$ cat src/rtl/cpu_ad48_pkg.sv
// Shared CPU_AD48 definitions: CSR select/op encodings and interrupt controller FSM states.
// csr_apply implements the RW/RS/RC read-modify-write used by every IRQC CSR.
package cpu_ad48_pkg;

  localparam int unsigned CSR_W = 48;

  typedef enum logic [1:0] {
    CSR_PENDING = 2'd0,
    CSR_ENABLE  = 2'd1,
    CSR_MODE    = 2'd2,
    CSR_RSVD    = 2'd3
  } irqc_csr_sel_e;

  typedef enum logic [1:0] {
    CSR_OP_RW  = 2'd0,
    CSR_OP_RS  = 2'd1,
    CSR_OP_RC  = 2'd2,
    CSR_OP_NOP = 2'd3
  } irqc_csr_op_e;

  typedef enum logic [1:0] {
    IRQC_IDLE    = 2'd0,
    IRQC_REQ     = 2'd1,
    IRQC_SERVICE = 2'd2
  } irqc_state_e;

  function automatic logic [CSR_W-1:0] csr_apply(input logic [1:0] op,
                                                 input logic [CSR_W-1:0] cur,
                                                 input logic [CSR_W-1:0] wd);
    logic [CSR_W-1:0] res;
    case (op)
      CSR_OP_RW: res = wd;
      CSR_OP_RS: res = cur | wd;
      CSR_OP_RC: res = cur & ~wd;
      default:   res = cur;
    endcase
    return res;
  endfunction

endpackage

$ cat src/rtl/cpu_ad48_irq_sync.sv
// Per-line interrupt synchronizer with a rising-edge detector on the synchronized output.
// rise_o is high for exactly one cycle after sync_o goes 0->1.
module cpu_ad48_irq_sync #(
  parameter int unsigned SYNC_STAGES = 2
) (
  input  logic clk,
  input  logic resetn,
  input  logic irq_i,
  output logic sync_o,
  output logic rise_o
);

  logic [SYNC_STAGES-1:0] chain_q, chain_d;
  logic                   prev_q, prev_d;

  // Shift the raw line into the chain; remember last sync value for edge detect
  always_comb begin
    chain_d = {chain_q[SYNC_STAGES-2:0], irq_i};
    prev_d  = chain_q[SYNC_STAGES-1];
  end

  // Synchronizer and edge-history flops
  always_ff @(posedge clk) begin
    if (!resetn) begin
      chain_q <= {SYNC_STAGES{1'b0}};
      prev_q  <= 1'b0;
    end else begin
      chain_q <= chain_d;
      prev_q  <= prev_d;
    end
  end

  assign sync_o = chain_q[SYNC_STAGES-1];
  assign rise_o = chain_q[SYNC_STAGES-1] & ~prev_q;

endmodule

$ cat src/rtl/cpu_ad48_irqc.sv
// CPU_AD48 interrupt controller: pending/enable/mode CSRs, fixed lowest-index priority,
// and an IDLE/REQ/SERVICE handshake with the core (no nesting).
module cpu_ad48_irqc
  import cpu_ad48_pkg::*;
#(
  parameter int unsigned IRQ_LINES   = 4,
  parameter int unsigned SYNC_STAGES = 2
) (
  input  logic                 clk,
  input  logic                 resetn,
  input  logic [IRQ_LINES-1:0] irq_in,
  input  logic                 mie,
  input  logic                 csr_we,
  input  logic [1:0]           csr_sel,
  input  logic [1:0]           csr_op,
  input  logic [47:0]          csr_wdata,
  output logic [47:0]          csr_rdata,
  output logic                 irq_req,
  output logic [5:0]           irq_idx,
  input  logic                 irq_ack,
  input  logic                 irq_iret,
  output logic                 in_service
);

  logic [IRQ_LINES-1:0] sync_s, rise_s, active_s, sw_pend_s;
  logic [IRQ_LINES-1:0] pend_q, pend_d, en_q, en_d, mode_q, mode_d;
  irqc_state_e          state_q, state_d;
  logic                 irq_req_q, irq_req_d, in_service_q, in_service_d;
  logic [5:0]           irq_idx_q, irq_idx_d, cand_s;

  for (genvar g = 0; g < IRQ_LINES; g++) begin : g_line
    cpu_ad48_irq_sync #(.SYNC_STAGES(SYNC_STAGES)) u_sync (
      .clk    (clk),
      .resetn (resetn),
      .irq_i  (irq_in[g]),
      .sync_o (sync_s[g]),
      .rise_o (rise_s[g])
    );
  end

  // CSR updates; level lines mirror sync, an edge-set beats a same-cycle software clear
  always_comb begin
    en_d      = en_q;
    mode_d    = mode_q;
    sw_pend_s = pend_q;
    if (csr_we && (csr_sel == CSR_ENABLE)) begin
      en_d = IRQ_LINES'(csr_apply(csr_op, CSR_W'(en_q), csr_wdata));
    end else if (csr_we && (csr_sel == CSR_MODE)) begin
      mode_d = IRQ_LINES'(csr_apply(csr_op, CSR_W'(mode_q), csr_wdata));
    end else if (csr_we && (csr_sel == CSR_PENDING)) begin
      sw_pend_s = IRQ_LINES'(csr_apply(csr_op, CSR_W'(pend_q), csr_wdata));
    end else begin
      sw_pend_s = pend_q;
    end
    for (int i = 0; i < IRQ_LINES; i++) begin
      if (!mode_q[i]) pend_d[i] = sync_s[i];
      else if (rise_s[i]) pend_d[i] = 1'b1;
      else pend_d[i] = sw_pend_s[i];
    end
  end

  // Lowest-numbered enabled pending line wins
  always_comb begin
    active_s = pend_q & en_q;
    cand_s   = 6'd0;
    for (int i = IRQ_LINES - 1; i >= 0; i--) begin
      cand_s = active_s[i] ? 6'(i) : cand_s;
    end
  end

  // FSM next state
  always_comb begin
    state_d = state_q;
    case (state_q)
      IRQC_IDLE: begin
        if ((|active_s) && mie) state_d = IRQC_REQ;
        else state_d = IRQC_IDLE;
      end
      IRQC_REQ: begin
        if (irq_ack) state_d = IRQC_SERVICE;
        else if (!(|active_s) || !mie) state_d = IRQC_IDLE;
        else state_d = IRQC_REQ;
      end
      IRQC_SERVICE: begin
        if (irq_iret) state_d = IRQC_IDLE;
        else state_d = IRQC_SERVICE;
      end
      default: state_d = IRQC_IDLE;
    endcase
  end

  // FSM outputs, registered from the next state; the index freezes once serviced
  always_comb begin
    irq_req_d    = (state_d == IRQC_REQ);
    in_service_d = (state_d == IRQC_SERVICE);
    if (state_d == IRQC_REQ) irq_idx_d = cand_s;
    else irq_idx_d = irq_idx_q;
  end

  // State, CSR and output registers
  always_ff @(posedge clk) begin
    if (!resetn) begin
      state_q      <= IRQC_IDLE;
      pend_q       <= {IRQ_LINES{1'b0}};
      en_q         <= {IRQ_LINES{1'b0}};
      mode_q       <= {IRQ_LINES{1'b0}};
      irq_req_q    <= 1'b0;
      in_service_q <= 1'b0;
      irq_idx_q    <= 6'd0;
    end else begin
      state_q      <= state_d;
      pend_q       <= pend_d;
      en_q         <= en_d;
      mode_q       <= mode_d;
      irq_req_q    <= irq_req_d;
      in_service_q <= in_service_d;
      irq_idx_q    <= irq_idx_d;
    end
  end

  // CSR read mux, zero-extended
  always_comb begin
    case (csr_sel)
      CSR_PENDING: csr_rdata = CSR_W'(pend_q);
      CSR_ENABLE:  csr_rdata = CSR_W'(en_q);
      CSR_MODE:    csr_rdata = CSR_W'(mode_q);
      default:     csr_rdata = 48'd0;
    endcase
  end

  assign irq_req    = irq_req_q;
  assign irq_idx    = irq_idx_q;
  assign in_service = in_service_q;

endmodule

$ cat config.mk
export PLATFORM = sky130hd
export DESIGN_NAME = cpu_ad48_irqc
export DESIGN_NICKNAME = d
export VERILOG_FILES = /design/src/rtl/cpu_ad48_pkg.sv /design/src/rtl/cpu_ad48_irq_sync.sv /design/src/rtl/cpu_ad48_irqc.sv
export SDC_FILE = /design/constraint.sdc
export NUM_CORES = 1
export LEC_CHECK = 0
export CAP_MARGIN = 25
export CORE_MARGIN = 4
export CORE_UTILIZATION = 25
export DETAILED_ROUTE_END_ITERATION = 16
export PLACE_DENSITY = 0.69
export REMOVE_ABC_BUFFERS = 1
export SETUP_SLACK_MARGIN = 0.05
export SLEW_MARGIN = 10
export SYNTH_ARGS = -nofsm -noshare
export SYNTH_HDL_FRONTEND = slang
export SYNTH_SLANG_ARGS = --single-unit
$ cat constraint.sdc
create_clock -name clk -period 1.5 [get_ports clk]
set_input_delay 0.225 -clock clk [delete_from_list [all_inputs] [get_ports clk]]
set_output_delay 0.225 -clock clk [all_outputs]
set_load 0.05 [all_outputs]
## Yosys cells after proc, flatten, opt, wreduce, memory -nomap -nowiden

Cells that the tools add are included.

| word-level totals | value |
|---|---|
| bits in registers | 34 |

| operators by class | value |
|---|---|
| reductions and logical operators | 18 |
| equal/unequal tests | 24 |
| bitwise operators | 17 |
| multiplexer cells | 24 |

Operator list:

| kind | number |
|---|---|
| $pmux W4 S3 | 4 |
| $ne A3 B2 Y1 const B | 8 |
| $ne A5 B1 Y1 const B | 4 |
| $and A4 B4 Y4 | 4 |
| $reduce_and A4 Y1 | 4 |
| $mux W2 | 6 |
| $mux W4 | 3 |
| $ne A3 B1 Y1 const B | 4 |
| $or A4 B4 Y4 | 3 |
| $mux W1 | 10 |
| $eq A2 B1 Y1 const B | 4 |
| $eq A2 B2 Y1 const B | 4 |
| $logic_not A2 Y1 | 3 |
| $pmux W2 S3 | 1 |
| $not A1 Y1 | 5 |
| $and A1 B1 Y1 | 4 |
| $logic_and A1 B1 Y1 | 4 |
| $not A4 Y4 | 1 |
| $reduce_or A4 Y1 | 1 |
| $reduce_and A3 Y1 | 1 |
| $reduce_bool A3 Y1 | 1 |
| $logic_not A1 Y1 | 2 |
| $reduce_and A2 Y1 | 1 |
| $logic_or A1 B1 Y1 | 1 |

## Longest topological paths before layout

Gate-level depths: netlist of the first run.

| logic depth | value |
|---|---|
| word-level depth | 8 |
| depth in mapped cells | 6 |
| mapped depth without buffers | 6 |

## Cells and area by module

A second synthesis of the first run with hierarchy kept.

| second synthesis, totals | value |
|---|---|
| cell total of the unflattened synthesis | 202 |
| area total of the unflattened synthesis | 1,798.0 µm² |

Modules (own cells, without submodules):

| module | times used | cells each | seq. area each (µm²) | area each (µm²) |
|---|---|---|---|---|
| cpu_ad48_irqc | 1 | 174 | 360.3 | 1,427.6 |
| cpu_ad48_irq_sync | 4 | 7 | 60.1 | 92.6 |

## Worst setup path after synthesis of the first run

Ideal clock, no wire load.

| timing path | value |
|---|---|
| kind | input port to output port |
| start point | in csr_sel[1] |
| end point | out csr_rdata[0] |
| stages | 3 |
| setup slack | -0.333 ns |
| required time | 1.275 ns |
| arrival | 1.608 ns |
| cells stage by stage | buf_2 > mux2i_1 > o21ai_0 |

| on the way | value |
|---|---|
| cells in the longest elaborated chain, start to end | 2 |
| elaborated cells between the ends (all ways) | 4 |
| classes of those cells | eq/ne (2); mux (1); reduce/logical (1) |

Ends and longest elaborated chain:

| what | RTL line | RTL |
|---|---|---|
| from (decl) | cpu_ad48_irqc.sv:14 | `input logic [1:0] csr_sel,` |
| $eq A2 B2 Y1, or another cell as far along | cpu_ad48_irqc.sv:123 | `case (csr_sel)` |
| $pmux W4 S3 (*) | cpu_ad48_irqc.sv:123 |  |
| to (decl) | cpu_ad48_irqc.sv:17 | `output logic [47:0] csr_rdata,` |

Every way passes the cells marked *; elsewhere a longest branch is shown, timed or not.

## Worst setup path after layout of the first run

| timing path | value |
|---|---|
| start point | in csr_sel[1] |
| end point | out csr_rdata[1] |

Same word-level chain as after synthesis.

==> report_table.html, run 1 <==
<table>
<tr><th>Metric</th><th>Value</th></tr>
<tr><th colspan="2">Clocking</th></tr>
<tr><td>Total clock sinks</td><td>30</td></tr>
<tr><td>Cts bufs inserted</td><td>5</td></tr>
<tr><td>Hold buffer count at CTS</td><td>0</td></tr>
<tr><td>Clock network latency to the later pin of the worst-skew pair</td><td>0.29 ns</td></tr>
<tr><td>H-tree levels</td><td>2</td></tr>
<tr><td>TritonCTS clock tree</td><td>built</td></tr>
<tr><td>Number of buffers between clock root and the deepest sink</td><td>2</td></tr>
<tr><td>CTS Root Cell</td><td>clkbuf_8</td></tr>
<tr><td>Clock edge transition at the registers on the reported setup and hold paths</td><td>roughly 0.070 ns</td></tr>
<tr><th colspan="2">Synth</th></tr>
<tr><td>Mean instance size in the synthesized netlist</td><td>between 8 and 9 sq um</td></tr>
<tr><td>Instance count of the mapped netlist</td><td>approximately 200</td></tr>
<tr><td>Mux share of post-synthesis cell area</td><td>between 2 and 2.5%</td></tr>
<tr><td>Number of synthesized register bits</td><td>30</td></tr>
<tr><td>Post-synthesis compound-gate area fraction</td><td>about 14%</td></tr>
<tr><td>Top cells by area, synth</td><td>dfxtp_1, buf_4, and2_1</td></tr>
<tr><td>Dominant cell type by area after synthesis</td><td>dfxtp_1</td></tr>
<tr><td>Yosys warning count</td><td>0</td></tr>
<tr><td>Simple-gate area share of the yosys netlist</td><td>around 23%</td></tr>
<tr><td>Yosys top cell area share</td><td>35.5%</td></tr>
<tr><td>Xor and xnor area share after synthesis</td><td>0%</td></tr>
<tr><td>Unique masters post-synth</td><td>30</td></tr>
<tr><td>Synthesized-area fraction occupied by adder cells</td><td>between 2 and 3%</td></tr>
<tr><td>Largest family of logic cells by synthesized area</td><td>buffers and inverters</td></tr>
<tr><td>Summed instance area of the synthesized netlist</td><td>around 1700 sq um</td></tr>
<tr><td>Fraction of the yosys area taken by sequential cells</td><td>~35%</td></tr>
<tr><th colspan="2">Cells and area</th></tr>
<tr><td>Growth of design area from synthesis to finish</td><td>31.2%</td></tr>
<tr><td>Area occupied by registers</td><td>606 sq um</td></tr>
<tr><td>Total area of multi-input combinational cells</td><td>approximately 950 sq um</td></tr>
<tr><td>Post-Route Utilization</td><td>between 30% and 40%</td></tr>
<tr><td>Antenna diode instance count</td><td>0</td></tr>
<tr><td>Final-layout fill cell count</td><td>~680</td></tr>
<tr><td>Filler-free cell count of the finished design</td><td>324</td></tr>
<tr><td>Fraction of layout instances using a drive strength above 1</td><td>between 20% and 30%</td></tr>
<tr><td>Number of nets in the layout</td><td>~310</td></tr>
<tr><th colspan="2">Drt</th></tr>
<tr><td>Iteration count of the initial detailed-routing pass</td><td>4</td></tr>
<tr><td>Post-route antenna net violation count</td><td>0</td></tr>
<tr><td>1st-iter DRT viols</td><td>~100</td></tr>
<tr><td>Vias/cell</td><td>around 4.1</td></tr>
<tr><td>Detailed Route WL</td><td>~3.8 mm</td></tr>
<tr><td>Routed wire per std cell</td><td>~12 um</td></tr>
<tr><td>Number of design rule violations left after detail routing</td><td>0</td></tr>
<tr><td>Number of vias after detailed routing</td><td>between 1,000 and 1,500</td></tr>
<tr><th colspan="2">Outcome</th></tr>
<tr><td>Result of the run</td><td>completed</td></tr>
<tr><th colspan="2">Min path</th></tr>
<tr><td>Start point of the worst min-delay path</td><td>g_line[2].u_sync.chain_q[0]$_SDFF_PN0_</td></tr>
<tr><td>Min-delay worst type</td><td>reg -&gt; reg</td></tr>
<tr><th colspan="2">Timing</th></tr>
<tr><td>Number of hold violations in the final report</td><td>0</td></tr>
<tr><td>Final period demand of the worst path</td><td>between 1 and 1.5 ns</td></tr>
<tr><td>Unrepaired setup endpoints after global routing</td><td>no</td></tr>
<tr><td>Period utilization</td><td>roughly 90%</td></tr>
<tr><td>Total count of max-transition violations in the final report</td><td>0</td></tr>
<tr><td>Highest attainable clock frequency</td><td>722 MHz</td></tr>
<tr><td>Final setup viols</td><td>0</td></tr>
<tr><td>Setup clock skew after layout</td><td>approximately 0.0091 ns</td></tr>
<tr><td>Final-layout setup total negative slack</td><td>0 ns</td></tr>
<tr><td>Post-layout worst setup margin</td><td>around 0.12 ns</td></tr>
<tr><th colspan="2">Die</th></tr>
<tr><td>Effective utilization at floorplan</td><td>between 20% and 30%</td></tr>
<tr><td>Chip height</td><td>around 90 um</td></tr>
<tr><td>Die Span X</td><td>around 90 um</td></tr>
<tr><td>Overall die area</td><td>slightly above 8000 sq um</td></tr>
<tr><td>Area of the placeable core</td><td>6460 sq um</td></tr>
<tr><td>Number of standard-cell rows in the floorplan</td><td>29</td></tr>
<tr><td>Top-level port count</td><td>approximately 120</td></tr>
<tr><th colspan="2">Placed design</th></tr>
<tr><td>Total instance count after detailed placement</td><td>~310</td></tr>
<tr><td>Placed wire-length estimate after detailed placement</td><td>about 2.9 mm</td></tr>
<tr><td>Routability-driven placement congestion ratio</td><td>0.872</td></tr>
<tr><td>Post-placement worst setup slack</td><td>-0.456 ns</td></tr>
<tr><td>Port buffer count</td><td>25</td></tr>
<tr><th colspan="2">Critical path</th></tr>
<tr><td>Worst-path fanout max</td><td>6</td></tr>
<tr><td>Type of the worst setup path</td><td>in -&gt; out</td></tr>
<tr><td>Worst Setup End Kind</td><td>primary output</td></tr>
<tr><td>Data required time at the worst endpoint</td><td>between 1 and 1.5 ns</td></tr>
<tr><td>Worst Setup Start Kind</td><td>input port</td></tr>
<tr><td>Beginning of the worst register-to-register path</td><td>en_q[0]$_SDFFE_PN0P_</td></tr>
<tr><td>Data arrival time of the critical path</td><td>1.16 ns</td></tr>
<tr><td>CP startpoint</td><td>csr_sel[1]</td></tr>
<tr><th colspan="2">Global routing</th></tr>
<tr><td>Maximum number of pins on one net before global-route repair</td><td>31</td></tr>
<tr><td>Total congestion overflow after global routing</td><td>0</td></tr>
<tr><td>Antenna violations before repair</td><td>0</td></tr>
<tr><td>Overall track demand over capacity in global routing</td><td>under 10%</td></tr>
<tr><td>Via count of the first global-routing pass</td><td>around 1,300</td></tr>
<tr><td>First-pass GRT wire length</td><td>between 6 and 7 mm</td></tr>
<tr><th colspan="2">Run</th></tr>
<tr><td>Max-cap violations</td><td>0</td></tr>
<tr><th colspan="2">Power</th></tr>
<tr><td>P_leak</td><td>slightly above 0.9 nW</td></tr>
<tr><td>Ratio of total power to cell area</td><td>988 nW/um^2</td></tr>
<tr><td>Largest vdd supply drop</td><td>between 0.5 and 0.6 mV</td></tr>
<tr><td>Overall power after layout</td><td>2.19 mW</td></tr>
</table>
[cell usage in the layout (no fill, tap or decap), types with 2 or more instances in the layout]
master and n:
a21oi_4 2, nand2b_1 4, clkinvlp_4 2, o21ai_2 2, a22oi_1 2, clkdlybuf4s50_1 13
o211ai_1 5, mux2i_1 3, conb_1 48, nor3b_1 10, buf_12 5, buf_4 23
dfxtp_1 26, a21oi_1 13, nor2_1 15, ha_1 2, nand2_1 16, o21ai_0 2
and2_1 15, dfxtp_2 4, o21ai_1 6, clkbuf_8 5, inv_2 2, dlygate4sd2_1 2
[metrics by stage]
step	instance area (sq um)	hold slack (ns)
4_1_cts	2190	0.437
3_3_place_gp	2020	0.414
6_report	2220	0.434
2_1_floorplan	1490	0.347
5_1_grt	2220	0.454
3_5_place_dp	2020	0.418
[layer usage]
layer | part of all wire (%) | global-route usage, % | up-vias
met1 | 43 | 11.4 | 591
met2 | 45 | 13.8 | 75
met4 | 1.3 | 3.95 | 0
met3 | 11 | 4.58 | 4
li1 | - | - | 664
met5 | 0 | 0 | -
[power breakdown]
part / total, mW / leakage, nW / switching, mW / internal, mW
logic: 0.539 / 0.635 / 0.393 / 0.146
clock network: 0.822 / 0.0504 / 0.328 / 0.494
registers: 0.834 / 0.246 / 0.0143 / 0.820
[sequential cells by signal, indices dropped and copies added (netlist names)]
register and flops:
en_q 4, g_line.u_sync.chain_q 8, g_line.u_sync.prev_q 4, in_service 1, irq_idx 2, irq_req 1
mode_q 4, pend_q 4, state_q 2
[synthesized netlist by cell type]
library cell and number:
nor2b_1 1, and3b_1 1, nand2b_1 4, a22oi_1 2
nand3b_4 1, nor2_1 15, buf_2 1, o211ai_1 5
o21ai_1 4, and2_4 1, and2_1 15, a21oi_1 16
mux2i_1 4, conb_1 1, buf_4 48, a32oi_1 1
nor3b_1 10, o221a_2 1, nand3b_1 1, ha_1 4
and2b_1 1, clkbuf_1 3, a2111o_1 1, a21boi_1 1
inv_1 2, dfxtp_1 30, nor2b_4 1, nand2_1 16
o211a_1 1, o21ai_0 6
[worst paths after layout]
kind,to,slack [ns],cells past startpoint
worst min-delay path,g_line[2].u_sync.chain_q[1]$_SDFF_PN0_,0.43,1
worst max register to register,irq_idx[0]$_SDFFE_PN0N_,0.24,4
worst max-delay path,csr_rdata[1],0.12,7
worst min register to register,g_line[2].u_sync.chain_q[1]$_SDFF_PN0_,0.43,1
[cell type report]
| class | instances | share of cell area, % |
|---|---|---|
| Clock inverter | 3 | 2.03 |
| Timing Repair Buffer | 46 | 20.1 |
| Sequential cell | 30 | 27.3 |
| Tap cell | 77 | 4.34 |
| Multi-Input combinational cell | 161 | 42.8 |
| Clock buffer | 5 | 3.10 |
| Inverter | 2 | 0.338 |
[cells by family after synthesis]
family	Yosys count
compound gates	38
simple gates	67
fa+ha+maj	4
buf+inv	54
other cells	1
flops	30
mux	4
[critical path, cell delays in order]
cell	delay (ns)
clkdlybuf4s15_1	0.19
buf_6	0.15
nor2b_4	0.16
nand2_1	0.08
o21ai_1	0.09
buf_4	0.14
buf_12	0.12
[what timing repair did]
item	in CTS	in global routing
endpoints found under the setup margin	16	5
setup buffers	2	1
gates resized for setup	22	10
pin swaps	5	0
cloned	0	0
Note: power is estimated with default switching activity, not from simulation.
==> run 2: changes to the inputs <==
==> constraint.sdc (replaced) <==
create_clock -name clk -period 1.5 [get_ports clk]
set_input_delay 0.15 -clock clk [delete_from_list [all_inputs] [get_ports clk]]
set_output_delay 0.15 -clock clk [all_outputs]
set_load 0.05 [all_outputs]
==> report_table.html, run 2 (synthesized netlist as in run 1, its figures left out) <==
<table>
<tr><th>Metric</th><th>Value</th></tr>
<tr><th colspan="2">Die</th></tr>
<tr><td>Area of the placeable core</td><td>6460 sq um</td></tr>
<tr><td>Die Span X</td><td>90.3 um</td></tr>
<tr><td>Overall die area</td><td>around 8200 sq um</td></tr>
<tr><td>Effective utilization at floorplan</td><td>26.2%</td></tr>
<tr><td>Number of standard-cell rows in the floorplan</td><td>29</td></tr>
<tr><td>Top-level port count</td><td>about 120</td></tr>
<tr><td>Chip height</td><td>about 90 um</td></tr>
<tr><th colspan="2">Global routing</th></tr>
<tr><td>First-pass GRT wire length</td><td>about 5.5 mm</td></tr>
<tr><td>Overall track demand over capacity in global routing</td><td>8.35%</td></tr>
<tr><td>Maximum number of pins on one net before global-route repair</td><td>31</td></tr>
<tr><td>Total congestion overflow after global routing</td><td>0</td></tr>
<tr><td>Via count of the first global-routing pass</td><td>about 1,200</td></tr>
<tr><td>Antenna violations before repair</td><td>0</td></tr>
<tr><th colspan="2">Outcome</th></tr>
<tr><td>Result of the run</td><td>completed</td></tr>
<tr><th colspan="2">Critical path</th></tr>
<tr><td>Library cell contributing the largest single delay on the critical path</td><td>clkdlybuf4s50_1</td></tr>
<tr><td>Worst-path fanout max</td><td>6</td></tr>
<tr><td>Data required time at the worst endpoint</td><td>~1.4 ns</td></tr>
<tr><td>Data arrival time of the critical path</td><td>around 1.3 ns</td></tr>
<tr><td>Delay of the slowest critical-path stage</td><td>0.47 ns</td></tr>
<tr><td>CP bufs+invs</td><td>3</td></tr>
<tr><td>Type of the worst setup path</td><td>in -&gt; out</td></tr>
<tr><td>Worst Setup Start Kind</td><td>input port</td></tr>
<tr><td>Cells along the critical path</td><td>clkdlybuf4s50_1 -&gt; buf_6 -&gt; mux2i_2 -&gt; o21ai_2 -&gt; buf_12</td></tr>
<tr><td>Cell family with most CP delay</td><td>buffers and inverters</td></tr>
<tr><td>Worst Setup End Kind</td><td>primary output</td></tr>
<tr><th colspan="2">Clocking</th></tr>
<tr><td>Clock edge transition at the registers on the reported setup and hold paths</td><td>~0.070 ns</td></tr>
<tr><td>H-tree levels</td><td>2</td></tr>
<tr><td>TritonCTS clock tree</td><td>built</td></tr>
<tr><td>Number of buffers between clock root and the deepest sink</td><td>2</td></tr>
<tr><td>Total clock sinks</td><td>30</td></tr>
<tr><td>CTS Root Cell</td><td>clkbuf_8</td></tr>
<tr><td>Cts bufs inserted</td><td>5</td></tr>
<tr><td>Clock network latency to the later pin of the worst-skew pair</td><td>0.28 ns</td></tr>
<tr><td>Hold buffer count at CTS</td><td>0</td></tr>
<tr><th colspan="2">Timing</th></tr>
<tr><td>Number of hold violations in the final report</td><td>0</td></tr>
<tr><td>Total count of max-transition violations in the final report</td><td>0</td></tr>
<tr><td>Highest attainable clock frequency</td><td>approximately 700 MHz</td></tr>
<tr><td>Period utilization</td><td>a little over nine tenths</td></tr>
<tr><td>Final period demand of the worst path</td><td>between 1 and 1.5 ns</td></tr>
<tr><td>Setup clock skew after layout</td><td>between 0.005 and 0.006 ns</td></tr>
<tr><td>Post-layout worst setup margin</td><td>roughly 0.074 ns</td></tr>
<tr><td>Unrepaired setup endpoints after global routing</td><td>yes</td></tr>
<tr><td>Final setup viols</td><td>0</td></tr>
<tr><th colspan="2">Placed design</th></tr>
<tr><td>Post-placement worst setup slack</td><td>-0.359 ns</td></tr>
<tr><td>Port buffer count</td><td>25</td></tr>
<tr><td>Placed wire-length estimate after detailed placement</td><td>about 2.7 mm</td></tr>
<tr><td>Routability-driven placement congestion ratio</td><td>0.873</td></tr>
<tr><td>Area post-placement</td><td>1990 sq um</td></tr>
<tr><th colspan="2">Cells and area</th></tr>
<tr><td>Antenna diode instance count</td><td>0</td></tr>
<tr><td>Commonest cells after routing, fill and taps aside</td><td>conb_1, dfxtp_1, buf_4, nand2_1, and2_1</td></tr>
<tr><td>Post-route standard cell area excluding fillers</td><td>between 2000 and 2500 sq um</td></tr>
<tr><td>Flip-flop count of the largest register after layout</td><td>8</td></tr>
<tr><td>Leading cell type in the layout, fill and taps excluded</td><td>conb_1</td></tr>
<tr><td>Number of nets in the layout</td><td>approximately 300</td></tr>
<tr><td>Growth of design area from synthesis to finish</td><td>28.8%</td></tr>
<tr><td>Register ranked first by flip-flop count</td><td>g_line.u_sync.chain_q</td></tr>
<tr><td>Fraction of layout instances using a drive strength above 1</td><td>22.5%</td></tr>
<tr><th colspan="2">Power</th></tr>
<tr><td>Overall power after layout</td><td>a little over 2 mW</td></tr>
<tr><td>Largest vdd supply drop</td><td>approximately 0.51 mV</td></tr>
<tr><td>P_leak</td><td>0.909 nW</td></tr>
<tr><td>Ratio of total power to cell area</td><td>about 940 nW/um^2</td></tr>
<tr><th colspan="2">Drt</th></tr>
<tr><td>Number of vias after detailed routing</td><td>1,317</td></tr>
<tr><td>Vias/cell</td><td>slightly above 4</td></tr>
<tr><td>1st-iter DRT viols</td><td>between 60 and 70</td></tr>
<tr><td>Iteration count of the initial detailed-routing pass</td><td>4</td></tr>
<tr><td>Post-route antenna net violation count</td><td>0</td></tr>
<tr><td>Routed wire per std cell</td><td>~11 um</td></tr>
<tr><td>Number of design rule violations left after detail routing</td><td>0</td></tr>
<tr><td>Detailed Route WL</td><td>around 3.6 mm</td></tr>
<tr><th colspan="2">Run</th></tr>
<tr><td>Max-cap violations</td><td>0</td></tr>
<tr><th colspan="2">Min path</th></tr>
<tr><td>Min-delay worst type</td><td>reg -&gt; reg</td></tr>
</table>
-- run 2: changes by cell type in the layout (fill, tap and decap cells not counted), moves of 2 or more --
cell,previous run,this run
a21oi_1,13,10
a21oi_2,1,3
buf_4,23,17
dfxtp_1,26,30
dfxtp_2,4,0
dlymetal6s2s_1,0,2
nor3b_1,10,8
nor3b_2,0,2
o21ai_1,6,4
o21ai_2,2,4
-- run 2: what timing repair did --
item / 4_1_cts / 5_1_grt
hold endpoints to repair: 0 / 0
endpoints found under the setup margin: 16 / 16
buffers inserted: 1 / 0
pin swaps: 6 / 5
gates resized for setup: 13 / 19
cloned: 0 / 0
-- run 2: power breakdown --
group	switching (mW)	internal, mW	total (mW)
clock	0.306	0.368	0.674
sequential	0.0136	0.819	0.833
combinational	0.394	0.142	0.535
-- run 2: layout make-up --
type | instances | area (sq um)
fill | 654 | 4280
multi-input combinational | 161 | 987
sequential | 30 | 601
timing repair buffer | 39 | 393
tap | 77 | 96.3
clock buffer | 6 | 82.6
clock inverter | 2 | 12.5
inverter | 2 | 7.51
-- run 2: path summary, 6_finish.rpt --
path | startpoint | end | slack (ns) | cells after the start
min reg2reg | g_line[2].u_sync.chain_q[0]$_SDFF_PN0_ | g_line[2].u_sync.chain_q[1]$_SDFF_PN0_ | 0.44 | 1
min | g_line[2].u_sync.chain_q[0]$_SDFF_PN0_ | g_line[2].u_sync.chain_q[1]$_SDFF_PN0_ | 0.44 | 1
max | csr_sel[1] | csr_rdata[0] | 0.07 | 5
max reg2reg | pend_q[1]$_SDFFE_PN0P_ | irq_idx[0]$_SDFFE_PN0N_ | 0.22 | 4
-- run 2: worst register-to-register path: cells and delay by family, from the launching register on --
family	cells	cell delay (ns)
AOI/OAI and AO/OA	3	0.60
and+or+nand+nor	1	0.19
DFF	1	0.42
-- run 2: stage by stage --
stage	hold slack [ns]	cells	utilization (%)	TNS, ns
final	0.437	317	33.7	0
after global routing	0.442	317	33.7	0
after CTS	0.438	317	32.6	0
after detailed placement	0.423	311	30.8	-4.34
after global placement	0.415	311	30.8	-3.98
after floorplan	0.272	193	-	-0.613
-- run 2: per-layer routing --
layer | vias up | wire [um] | global-route usage, %
met5 | - | 0 | 0
met2 | 74 | 1560 | 12.9
met3 | 7 | 366 | 3.50
li1 | 653 | - | -
met4 | 0 | 53 | 2.68
met1 | 583 | 1590 | 10.5
